`src/rtl/mole_scheduler.sv`:
```
// Whack-a-mole game controller: picks holes and gap lengths from an upstream random
// source, lights one hole per round, and tracks hits, misses and game end.
module mole_scheduler #(
  parameter int unsigned TICK_DIV   = 50_000_000,
  parameter int unsigned GAP_MIN    = 2,
  parameter int unsigned UP_TICKS   = 6,
  parameter int unsigned MAX_MISSES = 3
) (
  input  logic       clk,
  input  logic       rst_n,
  input  logic       start,
  input  logic [4:0] rand_val,
  input  logic [7:0] btn,
  output logic [7:0] mole,
  output logic [7:0] score,
  output logic [3:0] misses,
  output logic       game_over,
  output logic       busy
);

  localparam int unsigned PW = (TICK_DIV > 2) ? $clog2(TICK_DIV) : 1;
  localparam logic [PW-1:0] TICK_LAST = PW'(TICK_DIV - 1);

  typedef enum logic [1:0] {
    IDLE = 2'd0,
    GAP  = 2'd1,
    UP   = 2'd2
  } state_t;

  state_t        state_reg, state_next;
  logic [PW-1:0] prescaler_reg, prescaler_next;
  logic [3:0]    gap_cnt_reg, gap_cnt_next;
  logic [3:0]    up_cnt_reg, up_cnt_next;
  logic [2:0]    last_hole_reg, last_hole_next;
  logic [7:0]    mole_reg, mole_next;
  logic [7:0]    score_reg, score_next;
  logic [3:0]    misses_reg, misses_next;
  logic          game_over_reg, game_over_next;
  logic          busy_reg, busy_next;

  logic          tick;
  logic [3:0]    gap_load;
  logic [2:0]    hole_pick;
  logic [7:0]    hole_onehot;
  logic [7:0]    hit_vec;
  logic          hit;

  // A repeated hole is bumped to the next one so the same hole never lights twice in a row.
  assign hole_pick = (rand_val[2:0] == last_hole_reg) ? rand_val[2:0] + 3'd1 : rand_val[2:0];
  assign gap_load  = 4'(GAP_MIN) + {2'b00, rand_val[4:3]};
  assign tick      = (state_reg != IDLE) && (prescaler_reg == TICK_LAST);

  genvar gi;
  generate
    for (gi = 0; gi < 8; gi++) begin : g_hole
      assign hole_onehot[gi] = (hole_pick == 3'(gi));
      assign hit_vec[gi]     = btn[gi] & mole_reg[gi];
    end
  endgenerate

  assign hit = |hit_vec;

  always_ff @(posedge clk or negedge rst_n) begin
    if (!rst_n) begin
      state_reg     <= IDLE;
      prescaler_reg <= '0;
      gap_cnt_reg   <= '0;
      up_cnt_reg    <= '0;
      last_hole_reg <= '0;
      mole_reg      <= '0;
      score_reg     <= '0;
      misses_reg    <= '0;
      game_over_reg <= 1'b0;
      busy_reg      <= 1'b0;
    end else begin
      state_reg     <= state_next;
      prescaler_reg <= prescaler_next;
      gap_cnt_reg   <= gap_cnt_next;
      up_cnt_reg    <= up_cnt_next;
      last_hole_reg <= last_hole_next;
      mole_reg      <= mole_next;
      score_reg     <= score_next;
      misses_reg    <= misses_next;
      game_over_reg <= game_over_next;
      busy_reg      <= busy_next;
    end
  end

  always_comb begin
    state_next     = state_reg;
    gap_cnt_next   = gap_cnt_reg;
    up_cnt_next    = up_cnt_reg;
    last_hole_next = last_hole_reg;
    mole_next      = mole_reg;
    score_next     = score_reg;
    misses_next    = misses_reg;
    game_over_next = game_over_reg;

    // Free-running across GAP/UP transitions; only IDLE holds it at zero.
    if (state_reg == IDLE || tick) begin
      prescaler_next = '0;
    end else begin
      prescaler_next = prescaler_reg + 1'b1;
    end

    case (state_reg)
      IDLE: begin
        if (start) begin
          score_next     = '0;
          misses_next    = '0;
          game_over_next = 1'b0;
          gap_cnt_next   = gap_load;
          state_next     = GAP;
        end
      end

      GAP: begin
        mole_next = '0;
        if (tick) begin
          if (gap_cnt_reg == 4'd1) begin
            mole_next      = hole_onehot;
            last_hole_next = hole_pick;
            up_cnt_next    = 4'(UP_TICKS);
            state_next     = UP;
          end else begin
            gap_cnt_next = gap_cnt_reg - 4'd1;
          end
        end
      end

      UP: begin
        // A hit takes priority over a timeout landing in the same cycle.
        if (hit) begin
          if (score_reg != 8'hFF) begin
            score_next = score_reg + 8'd1;
          end
          mole_next    = '0;
          gap_cnt_next = gap_load;
          state_next   = GAP;
        end else if (tick) begin
          if (up_cnt_reg == 4'd1) begin
            mole_next   = '0;
            misses_next = misses_reg + 4'd1;
            if (misses_next == 4'(MAX_MISSES)) begin
              game_over_next = 1'b1;
              state_next     = IDLE;
            end else begin
              gap_cnt_next = gap_load;
              state_next   = GAP;
            end
          end else begin
            up_cnt_next = up_cnt_reg - 4'd1;
          end
        end
      end

      default: begin
        state_next = IDLE;
        mole_next  = '0;
      end
    endcase

    busy_next = (state_next != IDLE);
  end

  assign mole      = mole_reg;
  assign score     = score_reg;
  assign misses    = misses_reg;
  assign game_over = game_over_reg;
  assign busy      = busy_reg;

endmodule
```
`config.mk`:
```
export PLATFORM = sky130hd
export DESIGN_NAME = mole_scheduler
export DESIGN_NICKNAME = d
export VERILOG_FILES = /design/src/rtl/mole_scheduler.sv
export SDC_FILE = /design/constraint.sdc
export NUM_CORES = 1
export LEC_CHECK = 0
export BUFFER_PORTS_ARGS = -buffer_cell sky130_fd_sc_hd__buf_2
export CAP_MARGIN = 10
export CORE_MARGIN = 2
export CORE_UTILIZATION = 36
export CTS_BUF_LIST = sky130_fd_sc_hd__clkbuf_4
export DETAILED_ROUTE_END_ITERATION = 16
export GPL_TIMING_DRIVEN = 0
export PLACE_DENSITY_LB_ADDON = 0.08
export SYNTH_ARGS = -nofsm -noshare
export SYNTH_HDL_FRONTEND = slang
export SYNTH_SLANG_ARGS = --single-unit
```
`constraint.sdc`:
```
create_clock -name clk -period 2.55 [get_ports clk]
set_input_delay 0.1275 -clock clk [delete_from_list [all_inputs] [get_ports clk]]
set_output_delay 0.1275 -clock clk [all_outputs]
set_load 0.02 [all_outputs]
```
==> flow_metrics.env <==
export IMPL_relSlewSlack=0.480
export IMPL_finalHoldViolations=0
export IMPL_finalSetupTns_ns=0
export IMPL_rsz0062_at_grt="no"
export IMPL_setup_violations=0
export IMPL_start_util=0.371
export IMPL_worst_path_max_fanout=9
export IMPL_grt_overflow_total=0
export IMPL_vias=2556
export IMPL_cts_buffer_depth=2
export IMPL_cts_sinks=61
export IMPL_wl_um=6940
export IMPL_slowest_stage="dfrtp_2"
export IMPL_crit_chain="nor4b_4 -> nand4_1 -> or3_1 -> buf_6 -> or4_4 -> a211o_1 -> a22o_1"
export IMPL_grt_max_degree=62
export IMPL_die_area_mm2=0.00976
export IMPL_worst_pin_slew_ns=0.780
export IMPL_synthFlopType="dfrtp_1"
export IMPL_syn2layout_area_growth_pct=16.5
export IMPL_wl_per_cell_um=13.6
export IMPL_p_per_area_mw_per_mm2=519
export IMPL_reg2reg_slack_ns=0.15
export IMPL_crit_type="flip-flop to flip-flop"
export IMPL_n_antenna_cell=0
export IMPL_synth_edf_count=0
export IMPL_vdd_drop_max_mv=0.281
export IMPL_synthCells=341
export IMPL_fp_dieH_um=98.8
export IMPL_rows=34
export IMPL_largest_reg_flops=26
export IMPL_syn_area_per_cell_um2=9.49
export IMPL_power_mw=1.96
export IMPL_layout_common_cells="nor2_1, dfrtp_1, buf_2"
export IMPL_cap_violations=0
export IMPL_route_detailed_drc=0
export IMPL_place_area_mm2=0.00356
export IMPL_via_per_inst=5.02
export IMPL_routabilityCongestion=0.780
export IMPL_cts_root_buf="clkbuf_4"
export IMPL_max_freq_ghz=0.417
export IMPL_cp_required_ns=2.86
export IMPL_leakagePower_nw=1.77
export IMPL_grt_pass1_vias=2464
export IMPL_final_layout_size_suffix_gt1_frac=0.187
export IMPL_synthArstFlopShare=1.00
export IMPL_grt_usage=0.149
export IMPL_fin_crit_sh=0.940
export IMPL_status="finished clean"
export IMPL_skew_ns=0.0210
export IMPL_critPathBufInv=1
export IMPL_hold_class="input pin to flip-flop"
export IMPL_antenna_found_initial=0
export IMPL_drv_slew=0
export IMPL_clk_latency_ns=0.41
export IMPL_cp_end_kind="flip-flop"
export IMPL_numPortBuffers=37
export IMPL_coreArea_mm2=0.00872
export IMPL_reg2reg_from="prescaler_reg[11]"
export IMPL_io_pins=38
export IMPL_layout_commonest_cell="nor2_1"
export IMPL_finalCoreUtilization=0.432
export IMPL_critical_path_top_delay_family="simple AND/OR/NAND/NOR gates"
export IMPL_place_worst_setup_slack_ns=-0.145
export IMPL_min_period_ns=2.40
export IMPL_fin_ws_ns=0.153
export IMPL_synth_cell_type_count=47
export IMPL_dp_hpwl_um=4900
export IMPL_arrival_ns=2.70
export IMPL_syn_nets=366
export IMPL_final_cell_area_mm2=0.00377
export IMPL_ys_ff_latch=61
export IMPL_clk_pin_slew_worst_paths_ns=0.11
export IMPL_die_x_um=98.8
export IMPL_drtIter0Drc=84
export IMPL_hp_start="rand_val[4]"
export IMPL_yosysSeqAreaShare=0.472
export IMPL_ant_nets=0
export IMPL_crit_start="prescaler_reg[11]"
export IMPL_synth_warnings=0
export IMPL_synth_area_mm2=0.00324
export IMPL_drt_pre_antenna_iters=4
export IMPL_start_kind="flip-flop"
export IMPL_cpPeakStageDelay_ns=0.45
export IMPL_final_net_count=421
export IMPL_n_fill_cell=883
export IMPL_numCtsBuffers=9
export IMPL_cts_tree="done"
export IMPL_grt_pass1_wl_um=11700
export IMPL_htreeDepth=3
[stage by stage]
step | std cells | hold slack [ns]
floorplan | 341 | -0.168
global placement | 486 | 0.489
detailed placement | 486 | 0.275
CTS | 503 | 0.0553
global route | 509 | 0.0631
finish | 509 | 0.0810
[power by group]
| part | switching, mW | total [mW] | internal (mW) |
|---|---|---|---|
| Sequential | 0.0675 | 1.10 | 1.03 |
| Combinational | 0.116 | 0.208 | 0.0920 |
| Clock | 0.350 | 0.650 | 0.301 |
[Yosys cell counts, drive strengths merged (4+ instances only)]
cell / number / share of area
a21oi: 7 / 0.011
a22o: 10 / 0.027
a22oi: 4 / 0.0093
and2: 5 / 0.0097
clkbuf: 6 / 0.0070
dfrtp: 61 / 0.47
ha: 9 / 0.035
inv: 13 / 0.015
mux2i: 4 / 0.012
nand2: 27 / 0.031
nand3: 23 / 0.037
nand4: 8 / 0.015
nor2: 61 / 0.071
nor3: 10 / 0.015
o21ai: 12 / 0.019
xnor2: 13 / 0.035
xor2: 22 / 0.060
[timing repair]
action,4_1_cts,5_1_grt
hold buffers,1,0
endpoints found under the setup margin,8,15
gates resized for setup,1,8
endpoints found under the hold margin,61,0
buffers inserted,0,6
pin swaps,0,4
[area by class of cell]
type / count / area (um^2) / share of cell area
Buffer: 7 / 33.8 / 0.00896
Clock buffer: 10 / 75.1 / 0.0199
Tap cell: 108 / 135 / 0.0358
Clock inverter: 6 / 53.8 / 0.0143
Multi-Input combinational cell: 260 / 1650 / 0.437
Timing Repair Buffer: 44 / 243 / 0.0644
Sequential cell: 61 / 1530 / 0.406
Inverter: 13 / 48.8 / 0.0129
[final timing paths]
path                                    end  cells past startpoint
max                          gap_cnt_reg[3]                      7
min                          gap_cnt_reg[1]                      4
max reg2reg                  gap_cnt_reg[3]                      7
min reg2reg                last_hole_reg[0]                      2
max in group asynchronous  prescaler_reg[7]                      2
min in group asynchronous           mole[2]                      2
[cells by family after synthesis]
| logic type | Yosys count | share of synthesized area |
|---|---|---|
| AND/OR/NAND/NOR | 157 | 0.237 |
| XOR/XNOR | 35 | 0.0947 |
| flip-flops | 61 | 0.472 |
| multiplexers | 6 | 0.0193 |
| AO/OA/AOI/OAI | 53 | 0.117 |
| buffers and inverters | 20 | 0.0255 |
| adder cells (fa/ha/maj) | 9 | 0.0348 |
[worst register-to-register path, cell delays in order (launching register included)]
cell,delay (ns)
dfrtp_2,0.45
nor4b_4,0.26
nand4_1,0.15
or3_1,0.38
buf_6,0.15
or4_4,0.41
a211o_1,0.27
a22o_1,0.23
[metal layers]
| metal | global-route usage | wire (um) |
|---|---|---|
| met3 | 0.0468 | 214 |
| met5 | 0 | 0 |
| met1 | 0.197 | 3350 |
| met2 | 0.238 | 3310 |
| met4 | 0.0400 | 64 |
Note: power is estimated with default switching activity, not from simulation.
